`src/rtl/cla_pkg.sv`:
```
// Shared definitions for the multi-precision add/subtract sequencer.
package cla_pkg;

    localparam int BYTE_W = 8;

    typedef enum logic [1:0] {
        IDLE = 2'd0,
        RUN  = 2'd1,
        DONE = 2'd2
    } state_t;

    // Width of the byte index; never narrower than one bit.
    function automatic int idx_width(input int nbytes);
        return (nbytes <= 2) ? 1 : $clog2(nbytes);
    endfunction

endpackage

```
`src/rtl/cla_seq_ctrl_adder.sv`:
```
// Shared 8-bit carry-look-ahead adder (combinational).
module CarryLookAheadAdder (
    input  logic [7:0] a,
    input  logic [7:0] b,
    input  logic       cin,
    output logic [7:0] sum,
    output logic       cout
);

    logic [7:0] gen;
    logic [7:0] prop;
    logic [8:0] carry;
    logic       look;

    assign gen  = a & b;
    assign prop = a ^ b;

    // Each carry is expanded directly from generate/propagate terms and cin.
    always_comb begin
        carry    = '0;
        look     = 1'b0;
        carry[0] = cin;
        for (int i = 0; i < 8; i++) begin
            look = cin;
            for (int k = 0; k <= i; k++) begin
                look = gen[k] | (prop[k] & look);
            end
            carry[i+1] = look;
        end
    end

    assign sum  = prop ^ carry[7:0];
    assign cout = carry[8];

endmodule

```
`src/rtl/cla_seq_ctrl.sv`:
```
// Multi-precision add/subtract sequencer streaming bytes through one shared CLA.
module cla_seq_ctrl
    import cla_pkg::*;
#(
    parameter int NBYTES = 4
) (
    input  logic                     clk,
    input  logic                     rst_n,
    input  logic                     req_valid,
    output logic                     req_ready,
    input  logic                     req_sub,
    input  logic [BYTE_W*NBYTES-1:0] req_a,
    input  logic [BYTE_W*NBYTES-1:0] req_b,
    input  logic                     req_cin,
    output logic                     rsp_valid,
    input  logic                     rsp_ready,
    output logic [BYTE_W*NBYTES-1:0] rsp_sum,
    output logic                     rsp_cout,
    output logic                     rsp_ovf
);

    localparam int                IDX_W    = idx_width(NBYTES);
    localparam logic [IDX_W-1:0]  LAST_IDX = IDX_W'(NBYTES - 1);

    state_t                           state_q, state_d;
    logic [IDX_W-1:0]                 idx_q, idx_d;
    logic                             carry_q, carry_d;
    logic [NBYTES-1:0][BYTE_W-1:0]    a_q, a_d;
    logic [NBYTES-1:0][BYTE_W-1:0]    b_q, b_d;
    logic [NBYTES-1:0][BYTE_W-1:0]    sum_q, sum_d;
    logic                             cout_q, cout_d;
    logic                             ovf_q, ovf_d;

    logic [BYTE_W-1:0]                add_a;
    logic [BYTE_W-1:0]                add_b;
    logic                             add_cin;
    logic [BYTE_W-1:0]                add_sum;
    logic                             add_cout;

    CarryLookAheadAdder u_adder (
        .a    (add_a),
        .b    (add_b),
        .cin  (add_cin),
        .sum  (add_sum),
        .cout (add_cout)
    );

    // Drive the shared adder only while running; otherwise hold its inputs at zero.
    always_comb begin
        add_a   = '0;
        add_b   = '0;
        add_cin = 1'b0;
        if (state_q == RUN) begin
            add_a   = a_q[idx_q];
            add_b   = b_q[idx_q];
            add_cin = carry_q;
        end
    end

    // Next-state logic: accept in IDLE, one byte per clock in RUN, hold in DONE.
    always_comb begin
        state_d = state_q;
        idx_d   = idx_q;
        carry_d = carry_q;
        a_d     = a_q;
        b_d     = b_q;
        sum_d   = sum_q;
        cout_d  = cout_q;
        ovf_d   = ovf_q;
        case (state_q)
            IDLE: begin
                if (req_valid) begin
                    a_d     = req_a;
                    b_d     = req_sub ? ~req_b : req_b;
                    idx_d   = '0;
                    carry_d = req_sub ? 1'b1 : req_cin;
                    sum_d   = '0;
                    cout_d  = 1'b0;
                    ovf_d   = 1'b0;
                    state_d = RUN;
                end
            end
            RUN: begin
                sum_d[idx_q] = add_sum;
                carry_d      = add_cout;
                if (idx_q == LAST_IDX) begin
                    cout_d  = add_cout;
                    ovf_d   = (a_q[NBYTES-1][BYTE_W-1] == b_q[NBYTES-1][BYTE_W-1]) &&
                              (add_sum[BYTE_W-1] != a_q[NBYTES-1][BYTE_W-1]);
                    state_d = DONE;
                end else begin
                    idx_d = idx_q + IDX_W'(1);
                end
            end
            DONE: begin
                if (rsp_ready) begin
                    state_d = IDLE;
                end
            end
            default: state_d = IDLE;
        endcase
    end

    // State and datapath registers with asynchronous active-low clear.
    always_ff @(posedge clk or negedge rst_n) begin
        if (!rst_n) begin
            state_q <= IDLE;
            idx_q   <= '0;
            carry_q <= 1'b0;
            a_q     <= '0;
            b_q     <= '0;
            sum_q   <= '0;
            cout_q  <= 1'b0;
            ovf_q   <= 1'b0;
        end else begin
            state_q <= state_d;
            idx_q   <= idx_d;
            carry_q <= carry_d;
            a_q     <= a_d;
            b_q     <= b_d;
            sum_q   <= sum_d;
            cout_q  <= cout_d;
            ovf_q   <= ovf_d;
        end
    end

    assign req_ready = (state_q == IDLE);
    assign rsp_valid = (state_q == DONE);
    assign rsp_sum   = sum_q;
    assign rsp_cout  = cout_q;
    assign rsp_ovf   = ovf_q;

endmodule

```
`config.mk`:
```
export PLATFORM = sky130hd
export DESIGN_NAME = cla_seq_ctrl
export DESIGN_NICKNAME = d
export VERILOG_FILES = /design/src/rtl/cla_pkg.sv /design/src/rtl/cla_seq_ctrl_adder.sv /design/src/rtl/cla_seq_ctrl.sv
export SDC_FILE = /design/constraint.sdc
export NUM_CORES = 1
export LEC_CHECK = 0
export ABC_AREA = 1
export CAP_MARGIN = 20
export CORE_UTILIZATION = 53
export DETAILED_ROUTE_END_ITERATION = 6
export PLACE_DENSITY = 0.82
export SLEW_MARGIN = 10
export SYNTH_ARGS = -nofsm -noshare
export SYNTH_HDL_FRONTEND = slang
export SYNTH_SLANG_ARGS = --single-unit
```
`constraint.sdc`:
```
create_clock -name clk -period 11.3 [get_ports clk]
set_clock_uncertainty 0.1 [all_clocks]
set_input_delay 1.13 -clock clk [delete_from_list [all_inputs] [get_ports clk]]
set_output_delay 1.13 -clock clk [all_outputs]
set_load 0.01 [all_outputs]
```
==> results.rst, run 1 <==
.. list-table::
   :header-rows: 1

   * - Metric
     - Value
   * - Total count of max-transition violations in the final report
     - 0
   * - Resized cells post-CTS
     - 0
   * - Register bit total from synthesis
     - ~100
   * - Met3 global-route usage
     - between 3 and 4%
   * - Detailed-route DRC error count
     - 0
   * - Post-synth top flop
     - sky130_fd_sc_hd__dfrtp_1
   * - Number of antenna violations at the first check in global routing
     - 0
   * - Final routed wirelength across all metal layers
     - 11,500 um
   * - Average wire length per cell after detail routing
     - 14.0 um
   * - GRT Util Overall
     - 24.2%
   * - Path class of the lowest-slack min-delay path
     - register to register
   * - Hold Path End
     - rsp_sum[26]$_DFFE_PN0P_
   * - Power density relative to cell area
     - 278 mW/mm^2
   * - Routed via count
     - between 4,000 and 5,000
   * - Detailed-routing iteration count for the pre-antenna-repair pass
     - 5
   * - Number of global-route vias before repair
     - about 4,200
   * - Highest Clock Rate
     - roughly 190 MHz
   * - GRT busiest layer
     - met2
   * - Post-route worst hold slack
     - just under 0.4 ns
   * - Die outline height
     - just over 100 um
   * - Combined area of the multi-input logic cells
     - ~0.0022 mm^2
   * - Area enclosed by the die boundary
     - slightly above 0.01 mm^2
   * - Share of layout cells above drive strength 1
     - ~5.5%
   * - Kind of capture point of the worst setup path
     - register
   * - Result of the run
     - completed
   * - Register-to-register path setup slack
     - ~6.0 ns
   * - Effective utilization at floorplan
     - 55.4%
   * - Area share of the largest cell type after synthesis
     - between 40 and 50%
   * - Origin of the critical flop-to-flop path
     - idx_q[0]$_DFFE_PN0P_
   * - Most common cell in the synthesized netlist
     - sky130_fd_sc_hd__nand2_1
   * - Count of flip-flops with a built-in enable after synthesis
     - 0
   * - # H-tree levels
     - 3
   * - Layout-stage area growth over the synthesis result
     - 22.8%
   * - Synth warnings
     - 0
   * - Mapped Avg Cell Area
     - 8.58 um^2
   * - Yosys top cell by area
     - sky130_fd_sc_hd__dfrtp_1
   * - Area of the core
     - 0.00937 mm^2
   * - Area of the mapped netlist
     - 0.00519 mm^2
   * - Final number of hold-violating endpoints
     - 0
   * - Distinct cell type count after synthesis
     - 26
   * - Total of buffers placed on input and output ports
     - between 100 and 150
   * - Met2 capacity usage during global routing
     - 43.4%
   * - Critical path startpoint category
     - register
   * - Sum of negative setup slack
     - 0 ns
   * - Met1 Use GR
     - a little under a third
   * - Leading cell types by count after synthesis
     - sky130_fd_sc_hd__nand2_1 (193), sky130_fd_sc_hd__dfrtp_1 (103), sky130_fd_sc_hd__o21ai_0 (68)
   * - Placed wire-length estimate
     - ~8500 um
   * - Post-Syn Instances
     - about 610
   * - Number of nets in the final layout
     - slightly below 800
   * - Num CTS Buffers
     - 9
   * - Part of the Yosys area used for sequential elements
     - between 40% and 50%
   * - CTS tree
     - done
   * - Grt ovf
     - 0
   * - Final Instance Area
     - about 0.0064 mm^2
   * - Number of hold-repair buffers added at the cts stage
     - 0
   * - Async set-reset flop share out of synthesis
     - 100%
   * - Antenna viol nets, final
     - 0
   * - Register clock-pin slew on the reported worst setup and hold paths
     - around 0.09 ns
   * - Setup repair after global routing missed its margin
     - false
   * - Worst Reg2Reg Path Length in Cells
     - 19
   * - Max capacitance violation total
     - 0
   * - Max-slew headroom at the worst pin
     - between 40% and 50%
   * - Util after Layout
     - 68.0%
   * - Final Critical Period
     - ~5.3 ns
   * - Reg-to-reg critical path endpoint
     - rsp_ovf$_DFFE_PN0P_
   * - Slew at the pin closest to its max-slew limit
     - 0.859 ns
   * - Maximum number of pins on one net before global-route repair
     - a little over 90
   * - Post-Synthesis Net Count
     - 687
   * - Number of failing setup endpoints in the final timing report
     - 0
   * - Filler Cells Inserted
     - ~770
   * - Antenna fix cells
     - 0
   * - Cell at the root of the clock tree
     - sky130_fd_sc_hd__clkbuf_8
   * - Source-to-sink clock delay at the later pin of the worst-skew pair
     - between 0.3 and 0.4 ns
   * - Critical path data required time
     - about 12 ns
   * - Routed vias/inst
     - roughly 5.2
   * - Initial DRC count
     - ~310
   * - Leak Pwr
     - approximately 3.0 nW
   * - Worst VDD drop
     - roughly 0.11 mV
   * - Clk buf depth
     - 2
   * - Critical path type
     - register to register
   * - Sequential cell area
     - around 0.0026 mm^2
   * - Post-placement cell area
     - slightly above 0.006 mm^2
   * - Hold path depth
     - 2
   * - # IOs
     - between 100 and 150
   * - Rows
     - 35
   * - Fraction of the cycle the final worst path needs
     - around 47%
   * - TritonCTS Sinks
     - ~100
   * - Global-route wire length before repair
     - about 19,000 um
   * - Data arrival time at the worst-slack endpoint
     - about 5.5 ns
   * - Global placer's final weighted congestion
     - 0.865
   * - Largest cells by area after synthesis
     - sky130_fd_sc_hd__dfrtp_1 (50%), sky130_fd_sc_hd__nand2_1 (14%), sky130_fd_sc_hd__o21ai_0 (6.6%)
   * - Largest fanout on the critical path
     - 27
   * - Horiz. Die Dim
     - about 100 um
   * - Startpoint of the tightest hold check path
     - rsp_sum[26]$_DFFE_PN0P_
   * - Number of buffers inserted to repair setup after CTS
     - 0
-- per-layer routing --
layer,up-vias,part of all wire [%]
met5,-,0
met4,0,1.7
met3,18,4.4
met2,134,50
met1,2016,44
li1,2074,-
-- through the flow --
step | std cells | worst slack, ns | total power, mW
3_3_place_gp | 807 | 6.23 | 1.50
4_1_cts | 822 | 6.01 | 1.77
5_1_grt | 822 | 5.58 | 1.91
3_5_place_dp | 807 | 6.05 | 1.54
6_report | 822 | 5.99 | 1.77
2_1_floorplan | 605 | 6.59 | 1.25
-- state kept, by name, indices dropped and copies added (netlist names) --
signal / cells
a_q: 32
b_q: 32
carry_q: 1
idx_q: 2
rsp_cout: 1
rsp_ovf: 1
rsp_sum: 32
state_q: 2
-- final cells by class --
type | instances | area share [%]
inverters | 39 | 2.34
well taps | 129 | 2.53
repair buffers | 108 | 16.7
multi-input cells | 428 | 34.8
flip-flops and latches | 103 | 40.5
clock buffers | 12 | 2.44
clock inverters | 3 | 0.668
-- worst max-delay path, stage by stage, from the launching register on --
cell and delay, ns:
sky130_fd_sc_hd__dfrtp_1 0.37, sky130_fd_sc_hd__clkinv_1 0.55, sky130_fd_sc_hd__nand2_1 0.25, sky130_fd_sc_hd__nand3_1 0.09
sky130_fd_sc_hd__a21oi_1 0.21, sky130_fd_sc_hd__fa_1 0.20, sky130_fd_sc_hd__inv_1 0.05, sky130_fd_sc_hd__fa_1 0.37
sky130_fd_sc_hd__fa_1 0.40, sky130_fd_sc_hd__fa_1 0.42, sky130_fd_sc_hd__fa_1 0.40, sky130_fd_sc_hd__fa_1 0.43
sky130_fd_sc_hd__fa_1 0.40, sky130_fd_sc_hd__fa_1 0.62, sky130_fd_sc_hd__nand2_1 0.08, sky130_fd_sc_hd__nand2_1 0.06
sky130_fd_sc_hd__nand2_1 0.05, sky130_fd_sc_hd__nor2_1 0.09, sky130_fd_sc_hd__nand2_1 0.05, sky130_fd_sc_hd__nand2_1 0.05
-- how the worst max path moves through the flow --
stage                     slack (ns)  depth (start not counted)                 start                   to
after global placement          6.23                         19  idx_q[0]$_DFFE_PN0P_  rsp_ovf$_DFFE_PN0P_
after CTS                       6.01                         19  idx_q[0]$_DFFE_PN0P_  rsp_ovf$_DFFE_PN0P_
after global routing            5.58                         19  idx_q[0]$_DFFE_PN0P_  rsp_ovf$_DFFE_PN0P_
after floorplan                 6.59                         21  idx_q[0]$_DFFE_PN0P_  rsp_ovf$_DFFE_PN0P_
final                           5.99                         19  idx_q[0]$_DFFE_PN0P_  rsp_ovf$_DFFE_PN0P_
after detailed placement        6.05                         19  idx_q[0]$_DFFE_PN0P_  rsp_ovf$_DFFE_PN0P_
-- logic make-up (layout without fill, tap and decap cells) --
logic type | after synthesis | in the layout | share of synthesized area [%]
xor+xnor | 32 | 32 | 5.40
simple gates | 287 | 287 | 23.6
buf+inv | 74 | 162 | 7.55
flops | 103 | 103 | 49.7
fa+ha+maj | 12 | 12 | 4.05
compound gates | 97 | 97 | 9.77
-- cell usage in the layout, fill, tap and decap left out, types with 2 or more instances in the layout --
cell type / synthesis / layout
sky130_fd_sc_hd__a21oi_1: 2 / 2
sky130_fd_sc_hd__buf_4: 0 / 4
sky130_fd_sc_hd__clkbuf_8: 0 / 11
sky130_fd_sc_hd__clkdlybuf4s50_1: 0 / 103
sky130_fd_sc_hd__dfrtp_1: 103 / 103
sky130_fd_sc_hd__fa_1: 8 / 8
sky130_fd_sc_hd__ha_1: 4 / 4
sky130_fd_sc_hd__inv_1: 34 / 34
sky130_fd_sc_hd__inv_2: 3 / 3
sky130_fd_sc_hd__nand2_1: 193 / 193
sky130_fd_sc_hd__nand2_4: 5 / 5
sky130_fd_sc_hd__nand3_1: 43 / 43
sky130_fd_sc_hd__nor2_1: 34 / 34
sky130_fd_sc_hd__nor2_4: 2 / 2
sky130_fd_sc_hd__o21ai_0: 68 / 68
sky130_fd_sc_hd__o21ai_1: 21 / 21
sky130_fd_sc_hd__o21ai_2: 5 / 5
sky130_fd_sc_hd__or2_0: 7 / 7
sky130_fd_sc_hd__xnor2_1: 32 / 32
-- power breakdown --
part	leakage (nW)	switching (mW)	internal (mW)
clock	0.0985	0.119	0.113
sequential	1.31	0.105	0.531
combinational	1.57	0.551	0.351
Note: power is estimated with default switching activity, not from simulation.
==> run 2: changes to the inputs <==
--- a/config.mk
+++ b/config.mk
@@ -7,9 +7,9 @@
 export LEC_CHECK = 0
 export ABC_AREA = 1
 export CAP_MARGIN = 20
-export CORE_UTILIZATION = 53
+export CORE_UTILIZATION = 47
 export DETAILED_ROUTE_END_ITERATION = 6
-export PLACE_DENSITY = 0.82
+export PLACE_DENSITY = 0.77
 export SLEW_MARGIN = 10
 export SYNTH_ARGS = -nofsm -noshare
 export SYNTH_HDL_FRONTEND = slang
==> constraint.sdc (replaced) <==
create_clock -name clk -period 4.3 [get_ports clk]
set_clock_uncertainty 0.1 [all_clocks]
set_input_delay 0.43 -clock clk [delete_from_list [all_inputs] [get_ports clk]]
set_output_delay 0.43 -clock clk [all_outputs]
set_load 0.01 [all_outputs]
==> results.rst, run 2 (same netlist as run 1, synthesis figures left out) <==
.. list-table::
   :header-rows: 1

   * - Metric
     - Value
   * - Result of the run
     - complete, but fails checks
   * - Violations in the final reports
     - negative setup slack
   * - Die outline height
     - 107 um
   * - Sum of negative setup slack
     - -0.0265 ns
   * - Clock group share of total power
     - between 10% and 20%
   * - Commonest cells after routing, fill and taps aside
     - sky130_fd_sc_hd__nand2_1 (191), sky130_fd_sc_hd__clkdlybuf4s50_1 (103), sky130_fd_sc_hd__dfrtp_1 (102)
   * - Cell with the largest stage delay on the worst path
     - sky130_fd_sc_hd__fa_2
   * - Grt ovf
     - 0
   * - Final number of hold-violating endpoints
     - 0
   * - Source-to-sink clock delay at the later pin of the worst-skew pair
     - ~0.37 ns
   * - Antenna viol nets, final
     - 0
   * - Slew at the pin closest to its max-slew limit
     - 0.856 ns
   * - # H-tree levels
     - 3
   * - CTS tree
     - done
   * - Net load switching power
     - between 2 and 2.5 mW
   * - GRT Util Overall
     - 21.8%
   * - Global placer's final weighted congestion
     - between 0.9 and 1
   * - Area of the core
     - between 0.01 and 0.015 mm^2
   * - Leak Pwr
     - between 3 and 4 nW
   * - Cell type with the highest occurrence count on the critical path
     - sky130_fd_sc_hd__fa_2
   * - Rows
     - 37
   * - Routed vias/inst
     - between 5 and 6
   * - Final Instance Area
     - ~0.0066 mm^2
   * - Layout-stage area growth over the synthesis result
     - 27.6%
   * - Leading cell type in the layout, fill and taps excluded
     - sky130_fd_sc_hd__nand2_1
   * - Largest fanout on the critical path
     - 8
   * - Register clock-pin slew on the reported worst setup and hold paths
     - roughly 0.10 ns
   * - Power density relative to cell area
     - ~750 mW/mm^2
   * - Initial DRC count
     - 250
   * - Placed wire-length estimate
     - 8980 um
   * - Max-slew headroom at the worst pin
     - a little over two fifths
   * - Crit-path max cell delay
     - about 0.57 ns
   * - Cell at the root of the clock tree
     - sky130_fd_sc_hd__clkbuf_8
   * - Data arrival time at the worst-slack endpoint
     - 4.49 ns
   * - Number of hold-repair buffers added at the cts stage
     - 0
   * - Kind of capture point of the worst setup path
     - register
   * - Detailed-route DRC error count
     - 0
   * - Highest Clock Rate
     - approximately 230 MHz
   * - Number of antenna violations at the first check in global routing
     - 0
   * - Buffering stage count on the worst path with inverters included
     - 3
   * - Family with the most delay on the worst path
     - adder cells
   * - Register-to-register path setup slack
     - -0.03 ns
   * - Clk buf depth
     - 2
   * - Effective utilization at floorplan
     - a little under 50%
   * - Total count of max-transition violations in the final report
     - 0
   * - Number of global-route vias before repair
     - 4,052
   * - Max capacitance violation total
     - 0
   * - Sw frac
     - approximately 42%
   * - Detailed-routing iteration count for the pre-antenna-repair pass
     - 5
   * - Post-route worst hold slack
     - ~0.043 ns
   * - Share of layout cells above drive strength 1
     - between 10% and 20%
   * - Worst slack at placement
     - -0.0512 ns
   * - Final Critical Period
     - roughly 4.3 ns
   * - Antenna fix cells
     - 0
   * - Filler Cells Inserted
     - slightly above 900
   * - Setup repair after global routing missed its margin
     - true
   * - Number of failing setup endpoints in the final timing report
     - 1
   * - Critical path data required time
     - 4.47 ns
   * - Post-placement cell area
     - about 0.0063 mm^2
   * - Average wire length per cell after detail routing
     - between 10 and 15 um
   * - Area enclosed by the die boundary
     - roughly 0.011 mm^2
   * - Cells along the critical path
     - buf_6, inv_8, nand2_1, nand3_2, a21oi_2, fa_2, inv_2, fa_2, fa_2, fa_2, fa_2, fa_2, fa_2, fa_2, nor2_1, nor2_1, nor2_1, nand2_1, nand2_1
   * - Int Pwr
     - between 2 and 3 mW
   * - Path class of the lowest-slack min-delay path
     - input port to async pin
   * - Maximum number of pins on one net before global-route repair
     - 71
   * - Global-route wire length before repair
     - around 20,000 um
   * - Routed via count
     - around 4,300
   * - Share of power burned in combinational logic
     - a little over half
   * - Number of nets in the final layout
     - 790
   * - Critical path startpoint category
     - register
   * - Fraction of the cycle the final worst path needs
     - 101%
   * - Util after Layout
     - 63.0%
   * - Worst path setup slack after routing
     - -0.0265 ns
   * - Critical path type
     - register to register
   * - Horiz. Die Dim
     - around 110 um
   * - Num CTS Buffers
     - 9
   * - # IOs
     - ~110
   * - Worst VDD drop
     - around 0.33 mV
   * - Total of buffers placed on input and output ports
     - 105
   * - TritonCTS Sinks
     - between 100 and 150
   * - Sequential group share of total power
     - between 30% and 40%
   * - Final routed wirelength across all metal layers
     - 11,700 um
==> run 2: cell count changes in the layout (fill, tap and decap cells not counted), moves of 2 or more <==
cell	delta
sky130_fd_sc_hd__nand2_1	-2
sky130_fd_sc_hd__nand2_4	+2
sky130_fd_sc_hd__clkinv_2	+2
sky130_fd_sc_hd__clkbuf_8	-2
sky130_fd_sc_hd__buf_4	+14
sky130_fd_sc_hd__a21oi_2	+2
sky130_fd_sc_hd__buf_6	+4
sky130_fd_sc_hd__fa_2	+8
sky130_fd_sc_hd__fa_1	-8
sky130_fd_sc_hd__nand3_1	-3
sky130_fd_sc_hd__nand3_2	+3
sky130_fd_sc_hd__a21oi_1	-2
==> run 2: per-stage QoR <==
| stage | std cells | total power, mW |
|---|---|---|
| 2_1_floorplan | 605 | 3.36 |
| 3_3_place_gp | 831 | 4.14 |
| 3_5_place_dp | 831 | 4.22 |
| 4_1_cts | 847 | 4.88 |
| 5_1_grt | 849 | 5.36 |
| 6_report | 849 | 4.94 |
==> run 2: power by group through the flow <==
| stage | Clock, mW | Combinational (mW) | Sequential [mW] |
|---|---|---|---|
| after floorplan | 0 | 1.71 | 1.64 |
| after global placement | 0 | 2.48 | 1.66 |
| after detailed placement | 0 | 2.56 | 1.66 |
| after CTS | 0.655 | 2.57 | 1.65 |
| after global routing | 0.699 | 2.96 | 1.70 |
| final | 0.645 | 2.64 | 1.65 |
==> run 2: area by class of cell <==
type | count | area (um^2) | area share [%]
multi-input cells | 428 | 2280 | 34.4
flip-flops and latches | 103 | 2580 | 38.9
inverters | 39 | 156 | 2.36
clock inverters | 6 | 83.8 | 1.27
well taps | 136 | 170 | 2.57
clock buffers | 10 | 128 | 1.93
repair buffers | 127 | 1230 | 18.6
==> run 2: metal layers <==
| layer | global-route usage, % | wire, um | part of all wire [%] | up-vias |
|---|---|---|---|---|
| met5 | 0 | 0 | 0 | - |
| met4 | 6.07 | 156 | 1.3 | 0 |
| met3 | 3.28 | 502 | 4.3 | 16 |
| met1 | 29.9 | 5250 | 45 | 2059 |
| met2 | 36.0 | 5800 | 50 | 126 |
| li1 | - | - | - | 2108 |
==> run 2: what timing repair did <==
action                                 CTS  global route
setup buffers                            0             2
endpoints found under the hold margin    0             0
setup endpoints to repair                1             5
pin swaps                                1             3
resized for setup                        3            14
==> run 2: final timing paths <==
path,startpoint,to,depth (start not counted)
worst max-delay path,idx_q[0]$_DFFE_PN0P_,rsp_ovf$_DFFE_PN0P_,19
worst min register to register,rsp_sum[26]$_DFFE_PN0P_,rsp_sum[26]$_DFFE_PN0P_,2
worst min-delay path,rst_n,rsp_sum[28]$_DFFE_PN0P_,1
min in group clk,rsp_sum[26]$_DFFE_PN0P_,rsp_sum[26]$_DFFE_PN0P_,2
max in group asynchronous,rst_n,b_q[20]$_DFFE_PN0P_,2
worst max register to register,idx_q[0]$_DFFE_PN0P_,rsp_ovf$_DFFE_PN0P_,19
